--- src/rtl/ds18b20_pkg.sv ---
// Shared constants, FSM encodings and the Dallas CRC8 byte step for the
// DS18B20 read sequencer.
package ds18b20_pkg;

    // DS18B20 function/ROM command bytes
    localparam logic [7:0] CMD_SKIP_ROM     = 8'hCC;
    localparam logic [7:0] CMD_CONVERT_T    = 8'h44;
    localparam logic [7:0] CMD_READ_SCRATCH = 8'hBE;

    // Error codes reported on err
    localparam logic [1:0] ERR_NONE        = 2'd0;
    localparam logic [1:0] ERR_NO_PRESENCE = 2'd1;
    localparam logic [1:0] ERR_CRC         = 2'd2;
    localparam logic [1:0] ERR_TIMEOUT     = 2'd3;

    // Reflected form of x^8+x^5+x^4+1
    localparam logic [7:0] CRC8_POLY = 8'h8C;

    // Top-level sequence steps
    typedef enum logic [3:0] {
        ST_IDLE,
        ST_RST1,
        ST_SKIP1,
        ST_CONV,
        ST_POLL,
        ST_RST2,
        ST_SKIP2,
        ST_RDCMD,
        ST_RDBYTE,
        ST_CHECK
    } state_e;

    // Sub-phase of every PHY step: strobe, one guard cycle, wait for idle
    typedef enum logic [1:0] {
        PH_ISSUE,
        PH_GUARD,
        PH_WAIT
    } phase_e;

    // One byte through the CRC, data bits taken LSB first
    function automatic logic [7:0] crc8_step(input logic [7:0] crc_in,
                                             input logic [7:0] din);
        logic [7:0] c;
        c = crc_in;
        for (int i = 0; i < 8; i++) begin
            if (c[0] ^ din[i]) begin
                c = (c >> 1) ^ CRC8_POLY;
            end else begin
                c = c >> 1;
            end
        end
        return c;
    endfunction

endpackage

--- src/rtl/ds18b20_sequencer_crc8.sv ---
// Byte-serial Dallas CRC8 accumulator; clr wins over en.
module onewire_crc8
    import ds18b20_pkg::*;
(
    input  logic       clk,
    input  logic       clr,
    input  logic       en,
    input  logic [7:0] din,
    output logic [7:0] crc
);

    logic [7:0] crc_q;
    logic [7:0] crc_d;

    // Next CRC: clear, fold one byte, or hold
    always_comb begin
        crc_d = crc_q;
        if (clr) begin
            crc_d = 8'h00;
        end else if (en) begin
            crc_d = crc8_step(crc_q, din);
        end
    end

    // CRC register
    always_ff @(posedge clk) begin
        crc_q <= crc_d;
    end

    assign crc = crc_q;

endmodule

--- src/rtl/ds18b20_sequencer.sv ---
// DS18B20 measurement sequencer: drives the 1-Wire PHY command strobes through
// reset/presence, SKIP ROM, CONVERT T, polling, and a scratchpad read with CRC.
// Handshake: every PHY step raises exactly one strobe for one cycle, skips one
// guard cycle while the PHY raises phy_busy, then waits for phy_busy==0 and
// samples the step result (phy_error / phy_dout) in that same cycle.
module ds18b20_sequencer
    import ds18b20_pkg::*;
#(
    parameter int unsigned FREQ        = 48,
    parameter int unsigned CONV_TMO_MS = 800,
    parameter int          CRC_EN      = 1
) (
    input  logic        clk,
    input  logic        rst,
    input  logic        start,
    output logic        busy,
    output logic [15:0] temp,
    output logic        temp_valid,
    output logic [1:0]  err,
    output logic        err_valid,
    output logic        phy_rst,
    output logic        phy_presence,
    output logic        phy_wr,
    output logic        phy_rd,
    output logic        phy_chk,
    output logic [7:0]  phy_data,
    input  logic        phy_busy,
    input  logic        phy_error,
    input  logic [7:0]  phy_dout,
    input  logic        phy_conv_done
);

    localparam int unsigned TMO_CYCLES = CONV_TMO_MS * 1000 * FREQ;
    localparam int          TMO_W      = (TMO_CYCLES > 1) ? $clog2(TMO_CYCLES) : 1;
    localparam logic [3:0]  LAST_BYTE  = (CRC_EN != 0) ? 4'd8 : 4'd1;

    state_e             state_q, state_d;
    phase_e             phase_q, phase_d;
    logic               busy_q, busy_d;
    logic [15:0]        temp_q, temp_d;
    logic               temp_valid_q, temp_valid_d;
    logic [1:0]         err_q, err_d;
    logic               err_valid_q, err_valid_d;
    logic               phy_rst_q, phy_rst_d;
    logic               pres_q, pres_d;
    logic               wr_q, wr_d;
    logic               rd_q, rd_d;
    logic               chk_q, chk_d;
    logic [7:0]         data_q, data_d;
    logic [3:0]         k_q, k_d;
    logic [7:0]         b0_q, b0_d;
    logic [7:0]         b1_q, b1_d;
    logic               conv_seen_q, conv_seen_d;
    logic [TMO_W-1:0]   tmo_q, tmo_d;

    logic               step_done;
    logic               crc_clr_c;
    logic               crc_en;
    logic [7:0]         crc;

    onewire_crc8 u_crc (
        .clk (clk),
        .clr (rst | crc_clr_c),
        .en  (crc_en),
        .din (phy_dout),
        .crc (crc)
    );

    // Sequencer next-state, result capture and strobe generation
    always_comb begin
        state_d      = state_q;
        phase_d      = phase_q;
        busy_d       = busy_q;
        temp_d       = temp_q;
        temp_valid_d = 1'b0;
        err_d        = err_q;
        err_valid_d  = 1'b0;
        phy_rst_d    = 1'b0;
        pres_d       = 1'b0;
        wr_d         = 1'b0;
        rd_d         = 1'b0;
        chk_d        = 1'b0;
        data_d       = data_q;
        k_d          = k_q;
        b0_d         = b0_q;
        b1_d         = b1_q;
        conv_seen_d  = conv_seen_q;
        tmo_d        = tmo_q;
        step_done    = 1'b0;
        crc_clr_c    = 1'b0;
        crc_en       = 1'b0;

        case (state_q)
            ST_IDLE: begin
                // A start coinciding with the done pulse is dropped
                if (start && !temp_valid_q && !err_valid_q) begin
                    state_d   = ST_RST1;
                    phase_d   = PH_ISSUE;
                    busy_d    = 1'b1;
                    k_d       = 4'd0;
                    crc_clr_c = 1'b1;
                end
            end
            ST_CHECK: begin
                state_d = ST_IDLE;
                busy_d  = 1'b0;
                if ((CRC_EN == 0) || (crc == 8'h00)) begin
                    temp_d       = {b1_q, b0_q};
                    temp_valid_d = 1'b1;
                end else begin
                    err_d       = ERR_CRC;
                    err_valid_d = 1'b1;
                end
            end
            default: begin
                case (phase_q)
                    PH_ISSUE: phase_d = PH_GUARD;
                    PH_GUARD: phase_d = PH_WAIT;
                    default:  step_done = !phy_busy;
                endcase

                if (step_done) begin
                    phase_d = PH_ISSUE;
                    case (state_q)
                        ST_RST1, ST_RST2: begin
                            if (phy_error) begin
                                state_d     = ST_IDLE;
                                busy_d      = 1'b0;
                                err_d       = ERR_NO_PRESENCE;
                                err_valid_d = 1'b1;
                            end else begin
                                state_d = (state_q == ST_RST1) ? ST_SKIP1 : ST_SKIP2;
                            end
                        end
                        ST_SKIP1: state_d = ST_CONV;
                        ST_CONV: begin
                            state_d     = ST_POLL;
                            tmo_d       = TMO_W'(TMO_CYCLES - 1);
                            conv_seen_d = 1'b0;
                        end
                        ST_POLL: begin
                            // Either move on or reissue another poll slot
                            if (conv_seen_q || phy_conv_done) begin
                                state_d = ST_RST2;
                            end
                            conv_seen_d = 1'b0;
                        end
                        ST_SKIP2: state_d = ST_RDCMD;
                        ST_RDCMD: begin
                            state_d = ST_RDBYTE;
                            k_d     = 4'd0;
                        end
                        ST_RDBYTE: begin
                            crc_en = 1'b1;
                            if (k_q == 4'd0) b0_d = phy_dout;
                            if (k_q == 4'd1) b1_d = phy_dout;
                            if (k_q == LAST_BYTE) begin
                                state_d = ST_CHECK;
                            end else begin
                                k_d = k_q + 4'd1;
                            end
                        end
                        default: state_d = ST_IDLE;
                    endcase
                end

                if (state_q == ST_POLL) begin
                    if (!step_done) begin
                        conv_seen_d = conv_seen_q | phy_conv_done;
                    end
                    // The PHY poll slot never ends on its own, so abort it
                    if (tmo_q == '0) begin
                        state_d     = ST_IDLE;
                        busy_d      = 1'b0;
                        err_d       = ERR_TIMEOUT;
                        err_valid_d = 1'b1;
                        phy_rst_d   = 1'b1;
                    end else begin
                        tmo_d = tmo_q - TMO_W'(1);
                    end
                end
            end
        endcase

        // Raise the strobe for a freshly entered step
        if (phase_d == PH_ISSUE && (state_d != state_q || step_done || state_q == ST_IDLE)) begin
            case (state_d)
                ST_RST1, ST_RST2: pres_d = 1'b1;
                ST_SKIP1, ST_SKIP2: begin
                    wr_d   = 1'b1;
                    data_d = CMD_SKIP_ROM;
                end
                ST_CONV: begin
                    wr_d   = 1'b1;
                    data_d = CMD_CONVERT_T;
                end
                ST_RDCMD: begin
                    wr_d   = 1'b1;
                    data_d = CMD_READ_SCRATCH;
                end
                ST_POLL:   chk_d = 1'b1;
                ST_RDBYTE: rd_d  = 1'b1;
                default: ;
            endcase
        end
    end

    // State and registered outputs
    always_ff @(posedge clk) begin
        if (rst) begin
            state_q      <= ST_IDLE;
            phase_q      <= PH_ISSUE;
            busy_q       <= 1'b0;
            temp_q       <= 16'h0000;
            temp_valid_q <= 1'b0;
            err_q        <= ERR_NONE;
            err_valid_q  <= 1'b0;
            phy_rst_q    <= 1'b1;
            pres_q       <= 1'b0;
            wr_q         <= 1'b0;
            rd_q         <= 1'b0;
            chk_q        <= 1'b0;
            data_q       <= 8'h00;
            k_q          <= 4'd0;
            b0_q         <= 8'h00;
            b1_q         <= 8'h00;
            conv_seen_q  <= 1'b0;
            tmo_q        <= '0;
        end else begin
            state_q      <= state_d;
            phase_q      <= phase_d;
            busy_q       <= busy_d;
            temp_q       <= temp_d;
            temp_valid_q <= temp_valid_d;
            err_q        <= err_d;
            err_valid_q  <= err_valid_d;
            phy_rst_q    <= phy_rst_d;
            pres_q       <= pres_d;
            wr_q         <= wr_d;
            rd_q         <= rd_d;
            chk_q        <= chk_d;
            data_q       <= data_d;
            k_q          <= k_d;
            b0_q         <= b0_d;
            b1_q         <= b1_d;
            conv_seen_q  <= conv_seen_d;
            tmo_q        <= tmo_d;
        end
    end

    assign busy         = busy_q;
    assign temp         = temp_q;
    assign temp_valid   = temp_valid_q;
    assign err          = err_q;
    assign err_valid    = err_valid_q;
    assign phy_rst      = phy_rst_q;
    assign phy_presence = pres_q;
    assign phy_wr       = wr_q;
    assign phy_rd       = rd_q;
    assign phy_chk      = chk_q;
    assign phy_data     = data_q;

endmodule

--- config.mk ---
export PLATFORM = sky130hd
export DESIGN_NAME = ds18b20_sequencer
export DESIGN_NICKNAME = d
export VERILOG_FILES = /design/src/rtl/ds18b20_pkg.sv /design/src/rtl/ds18b20_sequencer_crc8.sv /design/src/rtl/ds18b20_sequencer.sv
export SDC_FILE = /design/constraint.sdc
export NUM_CORES = 1
export LEC_CHECK = 0
export ABC_AREA = 1
export CORE_MARGIN = 1.5
export CORE_UTILIZATION = 57
export DETAILED_ROUTE_END_ITERATION = 6
export PLACE_DENSITY = 0.81
export RECOVER_POWER = 25
export SLEW_MARGIN = 20
export SYNTH_ARGS = -nofsm -noshare
export SYNTH_HDL_FRONTEND = slang
export SYNTH_HIERARCHICAL = 1
export SYNTH_SLANG_ARGS = --single-unit
--- constraint.sdc ---
create_clock -name clk -period 2 [get_ports clk]
set_input_delay 0.2 -clock clk [delete_from_list [all_inputs] [get_ports clk]]
set_output_delay 0.2 -clock clk [all_outputs]
set_load 0.05 [all_outputs]
==> key figures, run 1 <==
STA
  • Final setup margin: 0.105 ns
  • Slew HR: 65.3%
  • Total negative setup slack: 0 ns
  • Fin Hold WS: 0.465 ns
  • Tmin final: 1.89 ns
  • Final hold vios: 0
  • Final Max Tran Viols: 0
  • Fmax: 0.528 GHz
  • Fin crit share: between 90 and 100%
  • Slew @ Worst Pin: ~0.52 ns
  • Setup violators final: 0
  • Final Skew: 0.0135 ns

Die
  • Die Y: 93.6 µm
  • Full die area: 0.00876 mm²
  • Core Rows: 32
  • Die width: 93.6 µm
  • I/O pin total: 48
  • Initial core utilization: 59.6%
  • Core area: about 0.008 mm²

Synthesis
  • Largest family of logic cells by synthesized area: simple AND/OR/NAND/NOR gates
  • Synthesized flop and latch total: 91
  • Asr flop ratio synth: 0%
  • Post-Synth Adder-Cell Area: ~1.6%
  • Post-synthesis compound-gate area fraction: around 17%
  • Synth cell types: 45
  • Largest cells by area after synthesis: dfxtp_1 (39%), nand2_1 (11%), inv_1 (6.9%)
  • Primary FF master, synth: dfxtp_1
  • Synth Area in Simple Gates: between 30% and 40%
  • Post-synth top area cell: dfxtp_1
  • Seq/Total Area, Yosys: 39.0%
  • Synthesized instance count: 670
  • Synth top area share: 39.0%
  • Post-synth EDFFs: 0
  • Xor/xnor cell area share of the yosys netlist: 2.01%
  • Syn_nets: 690
  • Syn_area_per_cell: about 7 µm²
  • YS warnings: 6
  • Cell area after synthesis: between 0.004 and 0.005 mm²
  • Post-synthesis mux area share: 0%

GRT
  • Vias in the first global route: 4377
  • Largest net degree at the start of global routing: 33
  • Initial antenna violation count: 0
  • First-pass GRT wire length: around 20000 µm
  • Gr ovfl total: 0
  • GRT Util Overall: around 28%

Pwr
  • Peak VDD IR: 0.390 mV
  • Leak Pwr: between 2 and 3 nW
  • Pwr Density: roughly 690 mW/mm²

Cells and area
  • Number of inserted diodes: 0
  • Area delta synth->final: 22.0%
  • Post-layout util: ~73%
  • Nets: 763
  • Layout cell share with drive strength beyond 1: 16.3%

Job
  • Max-Cap Viols: 0

Clock tree
  • CTS clock-pin slew for the worst setup and hold paths: 0.10 ns
  • Clock root buffer: clkbuf_8
  • Clock buffer depth: 2
  • Clock sink count: between 90 and 100
  • H-tree Lvls: 3
  • CTS tree: yes
  • Worst-skew pair later-pin latency: 0.38 ns
  • Cts bufs inserted: 9
  • Post-cts hold buffer count: 0

Routing
  • Final ANT Viol Nets: 0
  • DR WL/cell: 14.0 µm
  • Final wirelength: 11900 µm
  • 1st-iter DRT viols: 263
  • Remaining DRCs: 0
  • Via count: approximately 4700
  • Avg Vias per Cell: about 5.5
  • DRT Pass-1 Iters: 5

Setup path
  • Critical Path AT: 2.17 ns
  • CP Class: flip-flop to flip-flop
  • Crit Path Max Fanout: 6
  • Crit-path cells: inv_1, nand2_1, nor2_4, inv_1, nand2_2, a21oi_1, nand3_1, nand2_1, inv_1, nor2_1, nand4_1, nand2_1, nor2_1
  • Worst EP required: 2.28 ns
  • Endpoint type of the worst setup path: flip-flop
  • Reg-to-Reg Start: state_q[2]
  • Max incr delay on CP: 0.42 ns
  • R2R depth: 13
  • Startpoint Class: flip-flop
  • R2R Setup Slk: around 0.11 ns
  • Slowest CP cell: dfxtp_2
  • Reg-to-reg critical path endpoint: phy_data[6]

Worst hold path
  • Hold Path Origin: b1_q[7]
  • Hold EP: temp[15]
  • Hold Crit Depth: 2
  • Hold Path Class: flip-flop to flip-flop

Placed design
  • Port bufs: between 40 and 50
  • Worst slack, placed: 0.0226 ns
  • Placer Congestion: about 0.92
  • HPWL after detailed placement: 8680 µm

Status
  • Status: finished, final reports clean
## what timing repair did
action / 4_1_cts / 5_1_grt
buffers inserted: 0 / 6
gates resized for setup: 0 / 26
endpoints found under the setup margin: 0 / 24
## synthesized netlist by cell type, types with 8 or more instances
cell type  number
dfxtp_1        91
inv_2           8
a211oi_1       12
clkbuf_1       11
nand4_1        16
nor2_2          8
nand3_1        30
a21oi_1        54
nor2_1         74
nand2_2        12
o21ai_0        51
inv_1          86
nand2_1       134
## state kept, by name, summed over array words and instances, names as in the netlist, 2 cells and up
register / flops
phy_data: 4
temp: 16
u_crc/crc: 8
err: 2
k_q: 4
b0_q: 8
tmo_q: 26
b1_q: 8
phase_q: 2
state_q: 4
## worst max-delay path by stage
stage / from / end / slack [ns] / cells past startpoint
CTS: tmo_q[0] / phy_data[6] / 0.07 / 14
global route: tmo_q[8] / phy_data[3] / -0.02 / 13
finish: state_q[2] / phy_data[6] / 0.11 / 13
floorplan: phase_q[1] / b0_q[5] / 0.23 / 9
global placement: phy_busy / phy_data[6] / 0.09 / 13
detailed placement: phy_busy / phy_data[6] / 0.02 / 9
## metrics by stage
| step | cells | cell area [µm²] | total power, mW |
|---|---|---|---|
| 6_report | 850 | 5710 | 3.94 |
| 5_1_grt | 850 | 5710 | 4.11 |
| 4_1_cts | 844 | 5600 | 3.92 |
| 3_5_place_dp | 828 | 5400 | 2.67 |
| 3_3_place_gp | 828 | 5400 | 2.65 |
| 2_1_floorplan | 670 | 4680 | 2.44 |
## where the power goes
part	switching (mW)	internal, mW	total [mW]
combinational	0.518	0.269	0.786
sequential	0.0378	1.86	1.90
clock	0.761	0.500	1.26
## final cells by class
type,count,area (µm²)
Tap cell,102,128
Timing Repair Buffer,83,738
Fill cell,632,2140
Inverter,94,353
Clock buffer,9,124
Clock inverter,7,76.3
Multi-Input combinational cell,464,2460
Sequential cell,91,1830
## per-layer routing
layer / wire, µm / vias up / track usage (%)
met3: 793 / 21 / 4.80
li1: - / 2334 / -
met2: 5570 / 170 / 46.0
met5: 0 / - / 0
met4: 227 / 0 / 9.33
met1: 5300 / 2150 / 36.6
## cells in the final DEF, fill, tap and decap left out, drive strengths merged, types with 2 or more instances in the layout
master | synthesis | layout
xnor2 | 4 | 4
or2 | 3 | 3
nor3b | 4 | 4
ha | 6 | 6
clkinv | 0 | 2
nand2 | 148 | 148
clkdlybuf4s50 | 0 | 30
nor2 | 88 | 88
nand4 | 17 | 17
o221ai | 2 | 2
o21a | 2 | 2
nor3 | 6 | 6
nand3 | 33 | 33
a211oi | 12 | 12
xor2 | 5 | 5
o211ai | 3 | 3
a31oi | 6 | 6
inv | 94 | 99
buf | 10 | 37
a21oi | 55 | 55
nor4 | 4 | 4
dlygate4sd3 | 0 | 16
dfxtp | 91 | 91
clkbuf | 11 | 9
o21ai | 54 | 54
o31ai | 3 | 3
nand3b | 2 | 2
## critical path: cells and delay by family (launching register included)
kind            cells  cell delay, ns
compound gates      1            0.16
buf+inv             3            0.28
flops               1            0.42
simple gates        9            0.94
## kinds of logic after synthesis
family | after synthesis
compound gates | 141
xor+xnor | 9
fa+ha+maj | 6
buf+inv | 115
flops | 91
other cells | 1
simple gates | 307
Power figures use the tool's default switching activity.
==> run 2, diff against run 1 <==
--- a/config.mk
+++ b/config.mk
@@ -6,7 +6,7 @@
 export NUM_CORES = 1
 export LEC_CHECK = 0
 export ABC_AREA = 1
-export CORE_MARGIN = 1.5
+export CORE_MARGIN = 10
 export CORE_UTILIZATION = 57
 export DETAILED_ROUTE_END_ITERATION = 6
 export PLACE_DENSITY = 0.81
==> run 2 against run 1 <==
Worst setup slack improved by 0.019 ns. Cell area fell by 1.7%. Utilization fell by 1.2 points. Register-to-register slack improved by 0.02 ns. Largest cell class unchanged. Largest power group unchanged.
==> key figures, run 2 (synthesis gave the netlist of run 1 again) <==
GRT
  • Initial antenna violation count: 0 (unchanged)
  • Largest net degree at the start of global routing: 41 (was 33)
  • Gr ovfl total: 0 (unchanged)
  • First-pass GRT wire length: 20300 µm (was 19600 µm)
  • GRT Util Overall: 18.9% (was 27.8%)
  • Vias in the first global route: 4404 (was 4377)

STA
  • Final hold vios: 0 (unchanged)
  • Tmin final: 1.88 ns (was 1.89 ns)
  • Slew HR: 65.8% (was 65.3%)
  • Fmax: 0.533 GHz (was 0.528 GHz)
  • Final setup margin: 0.124 ns (was 0.105 ns)
  • Final Skew: 0.0102 ns (was 0.0135 ns)
  • Final Max Tran Viols: 0 (unchanged)
  • Total negative setup slack: 0 ns (unchanged)
  • Fin Hold WS: 0.462 ns (was 0.465 ns)
  • Unrepaired setup endpoints after global routing: yes
  • Setup violators final: 0 (unchanged)
  • Fin crit share: 93.8% (was 94.7%)
  • Slew @ Worst Pin: 0.511 ns (was 0.519 ns)

Cells and area
  • Most common cell after layout, fill and taps aside: nand2_1 (unchanged)
  • Fill cells: 656 (was 632)
  • Layout cell share with drive strength beyond 1: 14.8% (was 16.3%)
  • Area delta synth->final: 19.9% (was 22.0%)
  • Number of inserted diodes: 0 (unchanged)
  • Most frequent cells in the layout: nand2_1 (132), dfxtp_1 (87), inv_1 (81) (was nand2_1 (132), dfxtp_1 (86), inv_1 (82))
  • Multi-input gate area: 0.00244 mm² (was 0.00246 mm²)
  • Final instance area: 0.00561 mm² (was 0.00571 mm²)
  • Reg area: 0.00183 mm² (about the same)
  • Nets: 752 (was 763)
  • Number of flip-flops in the largest register: 26 (unchanged)
  • Register bank with the most flops: tmo_q (unchanged)

Placed design
  • Placer Congestion: 0.938 (was 0.915)
  • Worst slack, placed: -0.00113 ns (was 0.0226 ns)
  • HPWL after detailed placement: 8710 µm (was 8680 µm)
  • Dpl cell area: 0.00534 mm² (was 0.00540 mm²)
  • Port bufs: 46 (unchanged)

Routing
  • Final ANT Viol Nets: 0 (unchanged)
  • Via count: 4609 (was 4675)
  • Avg Vias per Cell: 5.49 (was 5.50)
  • DR WL/cell: 14.2 µm (was 14.0 µm)
  • 1st-iter DRT viols: 270 (was 263)
  • Remaining DRCs: 0 (unchanged)
  • Final wirelength: 11900 µm (about the same)
  • DRT Pass-1 Iters: 5 (unchanged)

Clock tree
  • CTS clock-pin slew for the worst setup and hold paths: 0.10 ns (about the same)
  • Worst-skew pair later-pin latency: 0.36 ns (was 0.38 ns)
  • H-tree Lvls: 3 (unchanged)
  • Cts bufs inserted: 9 (unchanged)
  • Clock buffer depth: 2 (unchanged)
  • Clock sink count: 91 (unchanged)
  • Clock root buffer: clkbuf_8 (unchanged)
  • CTS tree: yes (unchanged)

Setup path
  • CP endpoint: phy_data[3] (was phy_data[6])
  • Crit path buffers/inverters: 2 (was 3)
  • Reg-to-Reg Start: state_q[1] (was state_q[2])
  • CP top delay family: simple AND/OR/NAND/NOR gates (unchanged)
  • Crit-path cells: inv_1, nand2_2, nor2_4, inv_1, nand2_2, nand2_2, a22oi_1, nor2_2, nand3_4, nand2_1, nand2_1, nor2_1 (was inv_1, nand2_1, nor2_4, inv_1, nand2_2, a21oi_1, nand3_1, nand2_1, inv_1, nor2_1, nand4_1, nand2_1, nor2_1)
  • Endpoint type of the worst setup path: flip-flop (unchanged)
  • Critical Path Most Common Cell: nand2_2
  • CP startpoint: state_q[1] (was state_q[2])
  • CP Class: flip-flop to flip-flop (unchanged)
  • Critical Path AT: 2.14 ns (was 2.17 ns)
  • Max incr delay on CP: 0.36 ns (was 0.42 ns)
  • Crit path depth: 12 (was 13)
  • Reg-to-reg critical path endpoint: phy_data[3] (was phy_data[6])
  • Worst EP required: 2.27 ns (was 2.28 ns)
  • Startpoint Class: flip-flop (unchanged)
  • Slowest CP cell: dfxtp_2 (unchanged)
  • Crit Path Max Fanout: 6 (unchanged)
  • R2R Setup Slk: 0.12 ns (was 0.11 ns)
  • R2R depth: 12 (was 13)

Die
  • Core Rows: 32 (unchanged)
  • Initial core utilization: 59.6% (unchanged)
  • Die width: 111 µm (was 93.6 µm)
  • Full die area: 0.0122 mm² (was 0.00876 mm²)
  • Die Y: 111 µm (was 93.6 µm)
  • Core area: 0.00785 mm² (unchanged)
  • I/O pin total: 48 (unchanged)

Pwr
  • Final Power: 3.89 mW (was 3.94 mW)
  • Leak Pwr: 2.42 nW (was 2.54 nW)
  • Peak VDD IR: 0.473 mV (was 0.390 mV)
  • Pwr Density: 693 mW/mm² (was 691 mW/mm²)

Status
  • Status: finished, final reports clean (unchanged)

Worst hold path
  • Hold Path Class: flip-flop to flip-flop (unchanged)

Job
  • Max-Cap Viols: 0 (unchanged)
## run 2: stage by stage
step           utilization (%)  std cells
5_1_grt                   71.5        839
3_5_place_dp              68.1        819
2_1_floorplan                -        670
3_3_place_gp              68.1        819
6_report                  71.5        839
4_1_cts                   70.5        835
## run 2: routing by layer
metal  track usage [%]  wire length [µm]  vias to the layer above  share of wire [%]
met2              30.6              5660                      176                 47
met5                 0                 0                        -                  0
li1                  -                 -                     2307                  -
met4              6.74               264                        0                2.2
met1              23.8              5120                     2096                 43
met3              4.54               888                       30                7.4
## run 2: layout make-up
class                           count  area share (%)
Multi-Input combinational cell    464            43.6
Sequential cell                    91            32.6
Tap cell                          102            2.28
Clock inverter                      7            1.16
Inverter                           94            6.29
Clock buffer                        9            2.21
Timing Repair Buffer               72            11.9
## run 2: worst min-delay path by stage
| stage | start | end | cells past startpoint |
|---|---|---|---|
| after floorplan | phy_dout[0] | b1_q[0] | 2 |
| after global placement | b1_q[1] | temp[9] | 2 |
| after detailed placement | b0_q[0] | b0_q[0] | 2 |
| after CTS | b0_q[0] | b0_q[0] | 2 |
| after global routing | b1_q[7] | temp[15] | 2 |
| final | b0_q[1] | b0_q[1] | 2 |
## run 2: tightest hold or removal path, cell delays in order (launching register included)
cell and delay (ns):
dfxtp_1 0.31, inv_1 0.06, a21oi_1 0.06
## run 2: power breakdown
part	internal, mW	leakage [nW]	switching, mW
clock network	0.485	0.0947	0.736
logic	0.258	1.59	0.514
registers	1.86	0.736	0.0351
total	2.60	2.42	1.29
## run 2: what timing repair did
| item | CTS | global route |
|---|---|---|
| hold buffers | 0 | 0 |
| endpoints found under the setup margin | 0 | 23 |
| setup buffers | 0 | 4 |
| resized for setup | 0 | 23 |
==> run 3, diff against run 2 <==
--- a/config.mk
+++ b/config.mk
@@ -7,9 +7,10 @@
 export LEC_CHECK = 0
 export ABC_AREA = 1
 export CORE_MARGIN = 10
-export CORE_UTILIZATION = 57
+export CORE_UTILIZATION = 59
+export CTS_BUF_LIST = sky130_fd_sc_hd__clkbuf_8
 export DETAILED_ROUTE_END_ITERATION = 6
-export PLACE_DENSITY = 0.81
+export PLACE_DENSITY = 0.83
 export RECOVER_POWER = 25
 export SLEW_MARGIN = 20
 export SYNTH_ARGS = -nofsm -noshare
==> run 3 against run 2 <==
Final cell count rose by 0.60%. Clock power grew 7%. Worst hold slack got worse by 0.010 ns. Sequential power is essentially flat. Utilization grew 2.2 points. Combinational power is essentially flat. Flip-flop and latch count unchanged. Critical path type unchanged. Non-clock buffer count up 5. Fmax shrank 0.15%. Clock-buffer cell count up 1. Highest routed layer unchanged. Clock skew is 0.0025 ns higher.
==> key figures, run 3 (synthesis gave the netlist of run 1 again) <==
Cells and area
  • Register bank with the most flops: tmo_q (unchanged)
  • Most common cell after layout, fill and taps aside: nand2_1 (unchanged)
  • Final instance area: 0.00569 mm² (was 0.00561 mm²)
  • Layout cell share with drive strength beyond 1: 15.6% (was 14.8%)
  • Number of inserted diodes: 0 (unchanged)
  • Fill cells: 612 (was 656)
  • Area delta synth->final: 21.6% (was 19.9%)
  • Number of flip-flops in the largest register: 26 (unchanged)
  • Finished Layout Cells: 844 (was 839)
  • Most frequent cells in the layout: nand2_1 (131), dfxtp_1 (86), inv_1 (83) (was nand2_1 (132), dfxtp_1 (87), inv_1 (81))
  • Nets: 757 (was 752)

Setup path
  • Critical Path AT: 2.15 ns (was 2.14 ns)
  • Reg-to-Reg Start: tmo_q[10] (was state_q[1])
  • Startpoint Class: flip-flop (unchanged)
  • CP startpoint: tmo_q[10] (was state_q[1])
  • Worst EP required: 2.27 ns (about the same)
  • Crit Path Max Fanout: 7 (was 6)
  • Endpoint type of the worst setup path: flip-flop (unchanged)
  • CP Class: flip-flop to flip-flop (unchanged)

Routing
  • 1st-iter DRT viols: 287 (was 270)
  • Avg Vias per Cell: 5.60 (was 5.49)
  • DRT Pass-1 Iters: 5 (unchanged)
  • DR WL/cell: 14.3 µm (was 14.2 µm)
  • Final wirelength: 12000 µm (was 11900 µm)
  • Final ANT Viol Nets: 0 (unchanged)
  • Via count: 4729 (was 4609)
  • Remaining DRCs: 0 (unchanged)

STA
  • Slew HR: 64.9% (was 65.8%)
  • Setup violators final: 0 (unchanged)
  • Final Skew: 0.0127 ns (was 0.0102 ns)
  • Fmax: 0.532 GHz (was 0.533 GHz)
  • Final Max Tran Viols: 0 (unchanged)
  • Tmin final: 1.88 ns (about the same)
  • Total negative setup slack: 0 ns (unchanged)
  • Slew @ Worst Pin: 0.525 ns (was 0.511 ns)
  • Final hold vios: 0 (unchanged)
  • Fin crit share: 93.9% (was 93.8%)

Die
  • Core Rows: 32 (unchanged)
  • Full die area: 0.0119 mm² (was 0.0122 mm²)
  • Die Y: 109 µm (was 111 µm)
  • Initial core utilization: 60.5% (was 59.6%)
  • Die width: 109 µm (was 111 µm)
  • I/O pin total: 48 (unchanged)
  • Core area: 0.00773 mm² (was 0.00785 mm²)

Clock tree
  • CTS tree: yes (unchanged)
  • Post-cts hold buffer count: 0 (unchanged)
  • Clock buffer depth: 2 (unchanged)
  • CTS clock-pin slew for the worst setup and hold paths: 0.10 ns (about the same)
  • Cts bufs inserted: 9 (unchanged)
  • Clock sink count: 91 (unchanged)
  • Worst-skew pair later-pin latency: 0.37 ns (was 0.36 ns)
  • Clock root buffer: clkbuf_8 (unchanged)
  • H-tree Lvls: 3 (unchanged)

Worst hold path
  • Hold Path Origin: b1_q[2] (was b0_q[1])
  • Hold Path Class: flip-flop to flip-flop (unchanged)

GRT
  • Vias in the first global route: 4326 (was 4404)
  • GRT Util Overall: 20.4% (was 18.9%)
  • First-pass GRT wire length: 20100 µm (was 20300 µm)
  • Initial antenna violation count: 0 (unchanged)
  • Gr ovfl total: 0 (unchanged)
  • Largest net degree at the start of global routing: 45 (was 41)

Pwr
  • Final Power: 3.98 mW (was 3.89 mW)
  • Peak VDD IR: 0.449 mV (was 0.473 mV)
  • Pwr Density: 699 mW/mm² (was 693 mW/mm²)
  • Leak Pwr: 2.46 nW (was 2.42 nW)

Placed design
  • Port bufs: 46 (unchanged)
  • Placer Congestion: 0.904 (was 0.938)
  • Placed Cells: 824 (was 819)
  • HPWL after detailed placement: 8690 µm (was 8710 µm)
  • Dpl cell area: 0.00539 mm² (was 0.00534 mm²)

Job
  • Max-Cap Viols: 0 (unchanged)

Status
  • Status: finished, final reports clean (unchanged)
[run 3: cell count changes in the layout (fill, tap and decap cells not counted), moves of 2 or more]
cell    delta
inv_1      +2
inv_8      -2
buf_4      +4
nor2_1     -2
nor2_2     +2
inv_2      -2
[run 3: power breakdown]
part | internal [mW] | switching [mW] | leakage [nW]
Sequential | 1.86 | 0.0377 | 0.737
Clock | 0.623 | 0.689 | 0.0995
Combinational | 0.261 | 0.510 | 1.62
Total | 2.74 | 1.24 | 2.46
[run 3: worst max-delay path: stages (launching register included)]
cell     delay, ns
dfxtp_1       0.36
nor2_1        0.19
nand2_1       0.13
nor2_4        0.13
nand2_1       0.10
nor2_4        0.19
nand2_4       0.12
nand2_4       0.08
nand2_1       0.06
nand3_2       0.13
nand4_1       0.16
nand2_1       0.10
nor2_1        0.04
[run 3: final cells by class]
type / count / area [µm²] / area share (%)
clock buffers: 10 / 138 / 2.42
multi-input cells: 464 / 2450 / 43.1
well taps: 102 / 128 / 2.24
flip-flops and latches: 91 / 1830 / 32.2
clock inverters: 6 / 71.3 / 1.25
inverters: 94 / 353 / 6.20
repair buffers: 77 / 718 / 12.6
[run 3: per-layer routing]
layer | track usage (%) | part of all wire, % | vias to the layer above | wire (µm)
met5 | 0 | 0 | - | 0
met4 | 6.69 | 2.1 | 0 | 252
met3 | 4.42 | 8.5 | 33 | 1030
met2 | 33.0 | 47 | 213 | 5630
met1 | 26.5 | 43 | 2162 | 5140
li1 | - | - | 2321 | -
[run 3: what timing repair did]
item / 4_1_cts / 5_1_grt
setup endpoints to repair: 0 / 24
setup buffers: 0 / 4
gates resized for setup: 0 / 25
[run 3: per-stage QoR]
step                      utilization [%]  hold WS, ns  setup WS (ns)
after floorplan                         -        0.376          0.225
after global placement               69.8        0.439         0.0920
after detailed placement             69.8        0.445        -0.0251
after CTS                            72.5        0.453        0.00568
after global routing                 73.6        0.472        -0.0146
final                                73.6        0.452          0.121
[run 3: final timing paths]
path,end,slack [ns],depth (start not counted)
min reg2reg,temp[10],0.45,2
max,phy_data[6],0.12,12
max reg2reg,phy_data[6],0.12,12
min,temp[10],0.45,2
